--- config.mk ---
export PLATFORM = sky130hd
export DESIGN_NAME = mem_bus_arbiter
export DESIGN_NICKNAME = d
export VERILOG_FILES = /design/src/rtl/mem_bus_arbiter.sv
export SDC_FILE = /design/constraint.sdc
export NUM_CORES = 1
export LEC_CHECK = 0
export CAP_MARGIN = 20
export CORE_AREA = 2 2 213 215
export CTS_CLUSTER_DIAMETER = 80
export CTS_CLUSTER_SIZE = 28
export DETAILED_ROUTE_END_ITERATION = 7
export DIE_AREA = 0 0 215 217
export SYNTH_ARGS = -nofsm -noshare
export SYNTH_HDL_FRONTEND = slang
export SYNTH_SLANG_ARGS = --single-unit
--- constraint.sdc ---
create_clock -name clk -period 2.04 [get_ports clk]
set_input_delay 0.408 -clock clk [delete_from_list [all_inputs] [get_ports clk]]
set_output_delay 0.408 -clock clk [all_outputs]
set_load 0.01 [all_outputs]
--- src/rtl/mem_bus_arbiter.sv ---
// -----------------------------------------------------------------------------
// mem_bus_arbiter
//
// Shares one single-outstanding memory port between the instruction-fetch
// requester (IFU) and the load/store requester (LSU). Every channel uses a
// valid/ready handshake.
//
// The LSU has fixed priority. A starvation guard counts consecutive LSU wins
// taken while the IFU was also waiting. Once that count reaches STARVE_MAX, the
// next contested grant goes to the IFU.
//
// Every memory-side output is decoded from the state register or driven from a
// latch register. There is therefore no combinational path from the memory
// side to either requester. The only combinational outputs are the two
// req_ready signals. Each of them depends on the requester valids and on state
// that is already registered.
//
// Transaction flow: IDLE -> ISSUE -> WAIT -> RESP -> IDLE
//   IDLE  : pick a winner, assert its req_ready, latch the request fields
//   ISSUE : present the latched request to memory until mem_req_ready
//   WAIT  : accept the memory response and latch its read data
//   RESP  : present the response to the owner until the owner takes it
//
// Parameters:
//   ADDR_W     address width
//   DATA_W     data width (byte mask is DATA_W/8 bits)
//   STARVE_MAX consecutive contested LSU grants before the IFU is forced (1..15)
//
// Ports:
//   clk, reset            clock; synchronous active-high reset
//   ifu_req_*             IFU read request  (valid/ready, addr)
//   ifu_resp_*            IFU read response (valid/ready, rdata)
//   lsu_req_*             LSU request  (valid/ready, addr, wen, wdata, wmask)
//   lsu_resp_*            LSU response (valid/ready, rdata); writes respond too
//   mem_req_*             request to memory, driven from latch registers
//   mem_resp_*            response from memory
//   owner                 00 none, 01 IFU, 10 LSU
// -----------------------------------------------------------------------------
module mem_bus_arbiter #(
  parameter int ADDR_W     = 64,
  parameter int DATA_W     = 64,
  parameter int STARVE_MAX = 4
) (
  input  logic                  clk,
  input  logic                  reset,

  input  logic                  ifu_req_valid,
  output logic                  ifu_req_ready,
  input  logic [ADDR_W-1:0]     ifu_req_addr,
  output logic                  ifu_resp_valid,
  input  logic                  ifu_resp_ready,
  output logic [DATA_W-1:0]     ifu_resp_rdata,

  input  logic                  lsu_req_valid,
  output logic                  lsu_req_ready,
  input  logic [ADDR_W-1:0]     lsu_req_addr,
  input  logic                  lsu_req_wen,
  input  logic [DATA_W-1:0]     lsu_req_wdata,
  input  logic [DATA_W/8-1:0]   lsu_req_wmask,
  output logic                  lsu_resp_valid,
  input  logic                  lsu_resp_ready,
  output logic [DATA_W-1:0]     lsu_resp_rdata,

  output logic                  mem_req_valid,
  input  logic                  mem_req_ready,
  output logic [ADDR_W-1:0]     mem_req_addr,
  output logic                  mem_req_wen,
  output logic [DATA_W-1:0]     mem_req_wdata,
  output logic [DATA_W/8-1:0]   mem_req_wmask,
  input  logic                  mem_resp_valid,
  output logic                  mem_resp_ready,
  input  logic [DATA_W-1:0]     mem_resp_rdata,

  output logic [1:0]            owner
);

  localparam int         MASK_W     = DATA_W / 8;
  localparam logic [3:0] STARVE_LIM = 4'(STARVE_MAX);

  localparam logic [1:0] OWN_NONE = 2'b00;
  localparam logic [1:0] OWN_IFU  = 2'b01;
  localparam logic [1:0] OWN_LSU  = 2'b10;

  typedef enum logic [1:0] {
    IDLE  = 2'd0,
    ISSUE = 2'd1,
    WAIT  = 2'd2,
    RESP  = 2'd3
  } state_t;

  state_t      state;
  state_t      state_next;
  logic [1:0]  owner_next;
  logic [3:0]  starve_cnt;
  logic [3:0]  starve_next;

  // Latched request fields and the latched response data.
  logic [ADDR_W-1:0] addr_q;
  logic              wen_q;
  logic [DATA_W-1:0] wdata_q;
  logic [MASK_W-1:0] wmask_q;
  logic [DATA_W-1:0] rdata_q;

  // Winner selection. These signals only take effect in IDLE. The LSU yields
  // only when the IFU is waiting and the starvation limit has been reached.
  logic ifu_forced;
  logic grant_lsu;
  logic grant_ifu;
  logic resp_taken;

  assign ifu_forced = ifu_req_valid && (starve_cnt == STARVE_LIM);
  assign grant_lsu  = lsu_req_valid && !ifu_forced;
  assign grant_ifu  = ifu_req_valid && !grant_lsu;

  // Only the current owner's resp_ready can close the transaction.
  assign resp_taken = ((owner == OWN_IFU) && ifu_resp_ready) ||
                      ((owner == OWN_LSU) && lsu_resp_ready);

  // ---------------------------------------------------------------------------
  // State register
  // ---------------------------------------------------------------------------
  // NOTE: clocked state uses non-blocking assignments so that every register
  // samples the pre-edge value of the others, regardless of statement order.
  always_ff @(posedge clk) begin
    if (reset) begin
      state      <= IDLE;
      owner      <= OWN_NONE;
      starve_cnt <= '0;
    end else begin
      state      <= state_next;
      owner      <= owner_next;
      starve_cnt <= starve_next;
    end
  end

  // ---------------------------------------------------------------------------
  // Next-state and output decode
  // ---------------------------------------------------------------------------
  always_comb begin
    // NOTE: each signal written here gets a default first. Any path through the
    // case that does not assign a signal then holds the default, so no latch
    // is inferred.
    state_next     = state;
    owner_next     = owner;
    starve_next    = starve_cnt;
    ifu_req_ready  = 1'b0;
    lsu_req_ready  = 1'b0;
    mem_req_valid  = 1'b0;
    mem_resp_ready = 1'b0;
    ifu_resp_valid = 1'b0;
    lsu_resp_valid = 1'b0;

    unique case (state)
      IDLE: begin
        if (grant_lsu) begin
          lsu_req_ready = 1'b1;
          owner_next    = OWN_LSU;
          state_next    = ISSUE;
          // A contested LSU win adds to the IFU's wait, saturating at the
          // limit. An uncontested win means the IFU is not waiting, so the
          // count restarts.
          if (ifu_req_valid) begin
            starve_next = (starve_cnt == STARVE_LIM) ? starve_cnt : starve_cnt + 4'd1;
          end else begin
            starve_next = '0;
          end
        end else if (grant_ifu) begin
          ifu_req_ready = 1'b1;
          owner_next    = OWN_IFU;
          state_next    = ISSUE;
          starve_next   = '0;
        end
      end

      ISSUE: begin
        // mem_req_valid is decoded from the state register. It therefore
        // stays high until the cycle in which memory accepts the request.
        mem_req_valid = 1'b1;
        if (mem_req_ready) begin
          state_next = WAIT;
        end
      end

      WAIT: begin
        mem_resp_ready = 1'b1;
        if (mem_resp_valid) begin
          state_next = RESP;
        end
      end

      RESP: begin
        ifu_resp_valid = (owner == OWN_IFU);
        lsu_resp_valid = (owner == OWN_LSU);
        if (resp_taken) begin
          owner_next = OWN_NONE;
          state_next = IDLE;
        end
      end

      default: begin
        state_next = IDLE;
        owner_next = OWN_NONE;
      end
    endcase
  end

  // ---------------------------------------------------------------------------
  // Request / response latches
  // ---------------------------------------------------------------------------
  // Request fields are captured only on the granting handshake. Requester
  // inputs are therefore ignored for the rest of the transaction.
  always_ff @(posedge clk) begin
    if (reset) begin
      addr_q  <= '0;
      wen_q   <= 1'b0;
      wdata_q <= '0;
      wmask_q <= '0;
      rdata_q <= '0;
    end else begin
      if (lsu_req_ready) begin
        addr_q  <= lsu_req_addr;
        wen_q   <= lsu_req_wen;
        wdata_q <= lsu_req_wdata;
        wmask_q <= lsu_req_wmask;
      end else if (ifu_req_ready) begin
        addr_q  <= ifu_req_addr;
        wen_q   <= 1'b0;
        wdata_q <= '0;
        wmask_q <= '0;
      end

      if (mem_resp_ready && mem_resp_valid) begin
        rdata_q <= mem_resp_rdata;
      end
    end
  end

  assign mem_req_addr   = addr_q;
  assign mem_req_wen    = wen_q;
  assign mem_req_wdata  = wdata_q;
  assign mem_req_wmask  = wmask_q;

  // Both requesters see the same latched data. Only the owner's valid is
  // raised, so the non-owner never consumes it.
  assign ifu_resp_rdata = rdata_q;
  assign lsu_resp_rdata = rdata_q;

  // ---------------------------------------------------------------------------
  // Protocol assertions
  // ---------------------------------------------------------------------------
  a_one_req_ready: assert property (@(posedge clk) disable iff (reset)
    !(ifu_req_ready && lsu_req_ready));

  a_one_resp_valid: assert property (@(posedge clk) disable iff (reset)
    !(ifu_resp_valid && lsu_resp_valid));

  a_mem_req_stable: assert property (@(posedge clk) disable iff (reset)
    (mem_req_valid && !mem_req_ready) |=>
      (mem_req_valid && $stable(mem_req_addr) && $stable(mem_req_wen) &&
       $stable(mem_req_wdata) && $stable(mem_req_wmask)));

endmodule
==> metrics.md <==
| Metric | Value |
|---|---|
| Critical path class | reg2out |
| Max_slew headroom | 65.7% |
| # Post-CTS Setup Buffers | 0 |
| Cell depth of the worst setup path | 6 |
| Worst reg-to-reg setup slack | 0.16 ns |
| TNS Setup | -0.00733 ns |
| Critical path's slowest cell | dfxtp_2 |
| Initial antenna violation count | 0 |
| H-tree levels | 1 |
| Maximum fanout along the worst path | 2 |
| Residual DRC count | 0 |
| Grt ovf | 0 |
| Most frequent cells in the layout | clkdlybuf4s50_1, nand2_1, dfxtp_1 |
| WL/cell | 15.9 µm |
| Routability cong. | 0.844 |
| Sequential Power Share | 36.6% |
| Post-layout nets | 1,691 |
| # IOs | 546 |
| Total clock sinks | 209 |
| Max Slew Vio Count | 0 |
| Failing checks | setup timing |
| CTS tree | yes |
| Final WL | 32,100 µm |
| Maximum buffer depth of the clock tree | 3 |
| Crit path max-delay family | simple AND/OR/NAND/NOR gates |
| Post-synth top flop | dfxtp_1 |
| Die Width | 215 µm |
| Total power | 0.0142 W |
| CP arrival | 1.64 ns |
| Flops & latches, synth | 209 |
| Worst Skew | 0.0134 ns |
| Post-CTS Hold Buffers | 0 |
| P_sw | 0.00472 W |
| Run status | finished with violations |
| Largest net degree at the start of global routing | 105 |
| Syn Inst Count | 943 |
| Critical path launch point type | flop |
| Worst r2r dst | mem_req_addr[42] |
| Pleak | 5.35 nW |
| Synthesized area per cell | 8.99 µm² |
| EDFF count, synth | 0 |
| # diodes | 0 |
| Comb pwr share | 40.4% |
| Internal power | 0.00947 W |
| Mapped Nets | 1,223 |
| CP max stage delay | 0.33 ns |
| Final HPWL DP | 24,500 µm |
| Share of post-route cells with drive strength above 1 | 9.37% |
| Die height | 217 µm |
| HP Class | in2reg |
| Total CTS buffers | 14 |
| Fin crit share | 100% |
| Sw frac | 33.3% |
| Fin crit period | 2.05 ns |
| Fin. Hold Viols | 0 |
| Die ar. | 46,700 µm² |
| Launch point of the worst path | starve_cnt[0] |
| Syn Std Cell Area | 8480 µm² |
| GRT Overall Usage | 12.8% |
| Req. time, crit path | 1.63 ns |
| Via count | 8,337 |
| Peak supply drop | 542 µV |
| Critical Path Sink | ifu_req_ready |
| Pwr/cell area | 958 nW/µm² |
| Fmax | 0.488 GHz |
| Worst-Margin Slew | 0.515 ns |
| FF-to-FF Start | starve_cnt[0] |
| Synth-to-Final Area Change | 74.7% |
| Clk pwr share | 23.0% |
| RSZ-0062 raised after global routing | yes |
| Vias per inst | 4.13 |
| Pre-antenna DRT Iters | 5 |
| Seq/Total Area, Yosys | 49.3% |
| Vias in the first global route | 8,384 |
| Setup ws final | -0.00733 ns |
| Yosys cell types | 42 |
| CP endpoint kind | output port |
| Skew-Pair Late Insertion Delay | 0.50 ns |
| Detail Route Antenna Nets | 0 |
| Worst-path clk slew | 0.09 ns |
| WP buf/inv | 2 |
| Clk Tree Root Cell | clkbuf_16 |
| Max cap viols | 0 |
| Yosys warning count | 0 |
| Rows | 78 |
| FFs w/ async S/R, synth | 0% |
| Worst r2r path cells | 8 |
| Starting density of the core | 19.0% |
| Worst slack, placed | -0.389 ns |
| Port Buffers | 545 |
| Commonest non-fill, non-tap cell in the layout | clkdlybuf4s50_1 |
| Starting DRC count in detailed routing | 422 |
| CP cell instances | inv_2 > ha_4 > and4b_4 > nand2b_4 > and3_4 > buf_6 |
| First-pass GRT wire length | 48,300 µm |
| Final setup viols | 1 |
| Core Region | 44,700 µm² |
logic make-up after synthesis:
group	synth area share [%]
AOI/OAI and AO/OA	20.9
adders and majority gates	1.03
buffers and inverters	11.5
DFF	49.3
muxes	0.369
and+or+nand+nor	16.9
synth_stat cells (2+ instances only):
cell | n | share of area, %
nand3_1 | 2 | 0.12
nor2_4 | 2 | 0.27
dfxtp_1 | 209 | 49
buf_2 | 19 | 1.1
a21oi_1 | 67 | 4.0
o221ai_1 | 26 | 2.7
buf_4 | 66 | 5.8
ha_1 | 7 | 1.0
nor2_1 | 77 | 3.4
inv_1 | 8 | 0.35
clkbuf_1 | 28 | 1.2
and3_1 | 2 | 0.15
o221ai_2 | 38 | 6.7
nor3b_1 | 2 | 0.18
o21ai_2 | 2 | 0.21
mux2i_1 | 2 | 0.24
o21ai_0 | 2 | 0.12
buf_8 | 2 | 0.35
buf_6 | 17 | 2.3
nand2_1 | 265 | 12
a22oi_1 | 73 | 6.5
buf_1 | 7 | 0.31
power by group through the flow:
stage	clock network [W]	registers, W	logic, W
after detailed placement	0	0.00527	0.00575
after CTS	0.00342	0.00520	0.00577
after global routing	0.00355	0.00528	0.00616
after global placement	0	0.00525	0.00569
final	0.00326	0.00520	0.00573
after floorplan	0	0.00553	0.00245
per-stage QoR:
step	instances	hold WS [ns]	util (%)	area (µm²)
detailed placement	1995	0.433	31.9	14300
finish	2019	0.202	33.1	14800
floorplan	943	0.444	-	8480
global placement	1995	0.429	31.9	14300
global route	2019	0.192	33.1	14800
CTS	2019	0.169	33.1	14800
flip-flops by register name (all words and copies together) (netlist names):
| signal | cells |
|---|---|
| mem_req_wdata | 64 |
| mem_req_addr | 64 |
| ifu_resp_rdata | 64 |
| mem_req_wen | 1 |
| owner | 2 |
| starve_cnt | 4 |
| mem_req_wmask | 8 |
| state | 2 |
final cells by class:
| cell class | count | area, µm² |
|---|---|---|
| multi-input cells | 587 | 3390 |
| clock buffers | 17 | 403 |
| well taps | 600 | 751 |
| fillers | 4667 | 29900 |
| repair buffers | 591 | 5950 |
| clock inverters | 7 | 106 |
| inverters | 8 | 30.0 |
| flip-flops and latches | 209 | 4190 |
worst min path at each step:
stage / from / slack, ns / cells past startpoint / endpoint
after floorplan: starve_cnt[3] / 0.44 / 2 / starve_cnt[3]
after global placement: mem_req_addr[35] / 0.43 / 2 / mem_req_addr[35]
after detailed placement: mem_req_addr[1] / 0.43 / 2 / mem_req_addr[1]
after CTS: reset / 0.17 / 2 / owner[1]
after global routing: reset / 0.19 / 2 / owner[1]
final: reset / 0.20 / 2 / owner[1]
what timing repair did:
action                     in CTS  in global routing
hold endpoints to repair        0                  0
setup endpoints to repair       6                  6
pin swaps                       2                  1
resized for setup              24                  8
routing by layer:
layer	wire length [µm]	GRT usage, %	vias to the layer above
li1	-	-	4102
met1	13400	15.3	3914
met2	15800	23.0	297
met3	2260	3.40	24
met4	655	3.01	0
met5	0	0	-
No activity file was read; power rests on OpenSTA's default activity.
